<file path="src/rtl/cnt_burst_sched.sv">
// rtl/cnt_burst_sched.sv - round-robin burst scheduler for the shared counter datapath
// Grants one requester at a time, issues its burst of cnt pulses, then drains the pipeline.
module cnt_burst_sched #(
  parameter int NREQ = 4,
  parameter int W    = 8,
  parameter int LAT  = 3
) (
  input  logic              clka,
  input  logic              rstn,
  input  logic [NREQ-1:0]   req,
  input  logic [NREQ*W-1:0] len,
  input  logic              hold,
  output logic [NREQ-1:0]   gnt,
  output logic              cnt,
  output logic              busy,
  output logic [NREQ-1:0]   done,
  output logic [W-1:0]      val,
  output logic              wrap
);

  localparam int RW = (NREQ > 1) ? $clog2(NREQ) : 1;
  localparam int DW = $clog2(LAT + 1);

  typedef enum logic [1:0] {IDLE, RUN, DRAIN} state_t;

  state_t          state, state_nx;
  logic [RW-1:0]   rr, rr_nx, win, cand;
  logic            found;
  logic [W-1:0]    rem, rem_nx, val_nx, win_len;
  logic [DW-1:0]   dcnt, dcnt_nx;
  logic [NREQ-1:0] gnt_nx;
  int              idx;

  // First requesting index at or after the rr pointer, wrapping modulo NREQ.
  always_comb begin
    found = 1'b0;
    win   = '0;
    idx   = 0;
    cand  = '0;
    for (int i = 0; i < NREQ; i++) begin
      idx = int'(rr) + i;
      if (idx >= NREQ) idx = idx - NREQ;
      cand = RW'(idx);
      if (!found && req[cand]) begin
        found = 1'b1;
        win   = cand;
      end
    end
  end

  assign win_len = len[win*W +: W];

  always_ff @(posedge clka or negedge rstn) begin
    if (!rstn) begin
      state <= IDLE;
      gnt   <= '0;
      rr    <= '0;
      rem   <= '0;
      dcnt  <= '0;
      val   <= '0;
    end else begin
      state <= state_nx;
      gnt   <= gnt_nx;
      rr    <= rr_nx;
      rem   <= rem_nx;
      dcnt  <= dcnt_nx;
      val   <= val_nx;
    end
  end

  always_comb begin
    state_nx = state;
    gnt_nx   = gnt;
    rr_nx    = rr;
    rem_nx   = rem;
    dcnt_nx  = dcnt;
    val_nx   = val;
    cnt      = 1'b0;
    done     = '0;
    case (state)
      IDLE: begin
        if (found) begin
          gnt_nx = NREQ'(1) << win;
          rem_nx = win_len;
          rr_nx  = (int'(win) == NREQ - 1) ? '0 : win + 1'b1;
          if (win_len != '0) begin
            state_nx = RUN;
          end else begin
            state_nx = DRAIN;
            dcnt_nx  = '0;
          end
        end
      end
      RUN: begin
        cnt = !hold;
        if (cnt) begin
          rem_nx = rem - 1'b1;
          val_nx = val + 1'b1;
          if (rem == W'(1)) begin
            state_nx = DRAIN;
            dcnt_nx  = DW'(LAT - 1);
          end
        end
      end
      DRAIN: begin
        if (dcnt == '0) begin
          done     = gnt;
          gnt_nx   = '0;
          state_nx = IDLE;
        end else begin
          dcnt_nx = dcnt - 1'b1;
        end
      end
      default: state_nx = IDLE;
    endcase
  end

  assign busy = (state != IDLE);
  assign wrap = cnt && (&val);

endmodule

</file>
<file path="config.mk">
export PLATFORM = sky130hd
export DESIGN_NAME = cnt_burst_sched
export DESIGN_NICKNAME = d
export VERILOG_FILES = /design/src/rtl/cnt_burst_sched.sv
export SDC_FILE = /design/constraint.sdc
export NUM_CORES = 1
export LEC_CHECK = 0
export ABC_AREA = 1
export BUFFER_PORTS_ARGS = -buffer_cell sky130_fd_sc_hd__buf_2
export CORE_MARGIN = 4
export CORE_UTILIZATION = 36
export CTS_CLUSTER_SIZE = 20
export DETAILED_ROUTE_END_ITERATION = 12
export PLACE_DENSITY_LB_ADDON = 0.3
export REMOVE_ABC_BUFFERS = 1
export SLEW_MARGIN = 20
export SYNTH_ARGS = -nofsm -noshare
export SYNTH_HDL_FRONTEND = slang
export SYNTH_SLANG_ARGS = --single-unit
export TNS_END_PERCENT = 5
</file>
<file path="constraint.sdc">
create_clock -name clka -period 2.3 [get_ports clka]
set_input_delay 0.345 -clock clka [delete_from_list [all_inputs] [get_ports clka]]
set_output_delay 0.345 -clock clka [all_outputs]
set_load 0.01 [all_outputs]
</file>
==> impl_metrics.toml <==
[status]
status = "finished, violations left"
violations = "negative setup slack"

[placement]
dpl-instance-area_mm2 = 0.00259
routabilityCongestion = 0.892
place_ws_ns = -0.156
io_buffers = 57
dp_hpwl_um = 4280

[pwr]
powerDensity_mw_per_mm2 = 1850
power_frac_seq_pct = 16.2
p_sw_w = 0.00276
p_comb_share_pct = 76.6
p_sw_share_pct = 51.3
clkPwrFrac_pct = 7.2
ir_drop_uv = 904
power.leakage_nw = 1.56
p_int_w = 0.00262

[clocking]
clkLatencyLatePin_ns = 0.27
cts_made_buffers = 3
clkTransAtPathRegs_ns = 0.10
clockRootBuffer = "clkbuf_8"
cts_hold_buf = 0
cts_sinks = 26
cts_max_path_buffers = 2
cts_max_level = 1
cts_tree = "yes"

[grt]
top_usage_layer = "met2"
antenna_found_initial = 0
first_global_vias = 2113
grt_use_met2_pct = 24.0
grt_use_total_pct = 15.2
grt.met3_usage_pct = 1.84
use_met1_pct = 22.2
overflow = 0
grt_max_degree = 27
grt_pass1_wl_um = 9290

[floorplan]
rows = 27
pin_count = 58
dieWidth_um = 85.4
core_mm2 = 0.00564
die_area_mm2 = 0.00729
initial_utilization_pct = 38.2
die_h_um = 85.4

[timing]
finalSetupViolCount = 2
period_share_pct = 101
rsz0062_at_grt = "yes"
hold_violations = 0
fmax_mhz = 430
final_max_slew_viol_count = 0
tightest_slew_ns = 0.630
max_slew_margin_pct = 58.0
clock_skew_ns = 0.00202
final.setup.worst_slack_ns = -0.0260
min_period_ns = 2.33

[finish]
nFillCells = 555
n_antenna_cell = 0
fin_area_mm2 = 0.00290
area_growth_pct = 34.6
drive_gt1_share_pct = 35.2
finalNetCount = 441

[critical_path]
crit_path_start_kind = "flop"
r2r-end = "dcnt[0]"
regToRegSetupSlack_ns = -0.03
path_class = "reg -> reg"
r2r_start = "rr[0]"
critPathArrivalTime_ns = 2.50
cp-end-kind = "flop"
ff2ff_path_depth = 18
cp.required_ns = 2.47
worstPathMaxFanout = 7

[drt]
drc = 0
drt-total-wl_um = 5850
drt_iter0_drc = 142
via_per_inst = 4.92
vias = 2268
drt-pass1-iter-count = 5
wl_per_cell_um = 12.7
ant_nets = 0

[synth]
synth_async_sr_flop_share_pct = 100
synth_seq_cells = 26
synth_cells = 312
synth-edff-count = 0
synth_ff_type = "dfrtp_1"
avgSynthCellArea_um2 = 6.91
seq_area_frac_synth_pct = 30.2
ys_warn_count = 0
synthDistinctLibCells = 31
syn_area_mm2 = 0.00216

[worst_hold_path]
hold_class = "in -> async"

[run]
drv_cap = 0
power by group through the flow:
stage                     Sequential [W]  Clock [W]  Combinational [W]
after floorplan                 0.000873          0            0.00233
after global placement          0.000861          0            0.00337
after detailed placement        0.000866          0            0.00340
after CTS                       0.000859   0.000402            0.00344
after global routing            0.000898   0.000420            0.00463
final                           0.000870   0.000387            0.00412
worst max-delay path, cell delays in order, from the launching register on:
cell       delay [ns]
dfrtp_2          0.51
buf_6            0.17
nand2_2          0.06
nand2_2          0.06
nand2_2          0.07
nand2_4          0.06
nor2_4           0.14
nand3_4          0.16
clkbuf_16        0.21
nand4_1          0.09
nand3_1          0.10
nand2_2          0.10
nand2_1          0.05
nor2_1           0.08
nand2_1          0.09
nand2_2          0.10
nand2_2          0.07
nand2_1          0.05
nand2_1          0.04
cells in the mapped netlist, drive strengths merged, types with 2 or more instances:
cell type  count  area share (%)
nand2         99              19
nand3         41              11
inv           37             6.8
dfrtp         26              30
nor2          23             4.5
nand4         17             4.9
o21ai         16             3.7
ha            12             7.0
xor2          11             4.5
a21oi          9             2.1
buf            5             2.0
nor3           4            0.93
clkbuf         3            0.52
o22ai          2            0.58
state kept, by name (all words and copies together) (netlist names):
register / cells
rem: 8
val: 8
gnt: 4
dcnt: 2
rr: 2
state: 2
final cells by class:
class                   count  area (um2)  area share, %
clock buffers               3        41.3           1.42
clock inverters             1        30.0           1.03
inverters                  38         155           5.34
multi-input cells         241        1430           49.2
flip-flops and latches     26         653           22.5
well taps                  72        90.1           3.10
repair buffers             79         500           17.2
repair inverters            1        6.26          0.215
timing repair:
action	in CTS	in global routing
pin swaps	0	23
setup endpoints to repair	8	7
gates cloned	0	3
buffers inserted	0	8
gates resized for setup	4	36
layout by cell type, fill, tap and decap left out, drive strengths merged:
cell type / count
a2111oi: 1
a21oi: 9
a22oi: 1
a31oi: 1
buf: 78
bufinv: 1
clkbuf: 4
clkinv: 1
dfrtp: 26
ha: 12
inv: 38
nand2: 99
nand3: 42
nand4: 17
nor2: 23
nor3: 4
nor3b: 1
o211ai: 1
o21ai: 16
o22ai: 2
xnor2: 1
xor2: 11
worst max path at each step:
stage | startpoint | end
finish | rr[0] | dcnt[0]
global route | rr[0] | dcnt[1]
CTS | rr[0] | dcnt[0]
detailed placement | rr[0] | dcnt[0]
global placement | rr[0] | dcnt[1]
floorplan | state[1] | wrap
routing by layer:
metal | part of all wire [%] | wire length (um)
met4 | 0.79 | 46
met3 | 6.1 | 360
met1 | 47 | 2750
met5 | 0 | 0
met2 | 46 | 2690
cells by family (layout without fill, tap and decap cells):
kind of cell	count (synthesis)	after routing	share of synthesized area, %
adder cells (fa/ha/maj)	12	12	6.96
AO/OA/AOI/OAI	31	31	7.77
AND/OR/NAND/NOR	185	186	40.7
buffers and inverters	46	122	9.57
XOR/XNOR	12	12	4.87
flip-flops	26	26	30.2
stage by stage:
step | power, W | utilization, % | hold slack, ns | setup TNS, ns | std cells
2_1_floorplan | 0.00321 | - | 0.0494 | -0.170 | 304
3_3_place_gp | 0.00423 | 45.9 | 0.400 | -0.240 | 446
6_report | 0.00538 | 51.5 | 0.0798 | -0.0385 | 461
4_1_cts | 0.00470 | 47.4 | 0.101 | 0 | 450
3_5_place_dp | 0.00426 | 45.9 | 0.407 | -0.789 | 446
5_1_grt | 0.00595 | 51.5 | 0.122 | -1.07 | 461
Note: power is estimated with default switching activity, not from simulation.
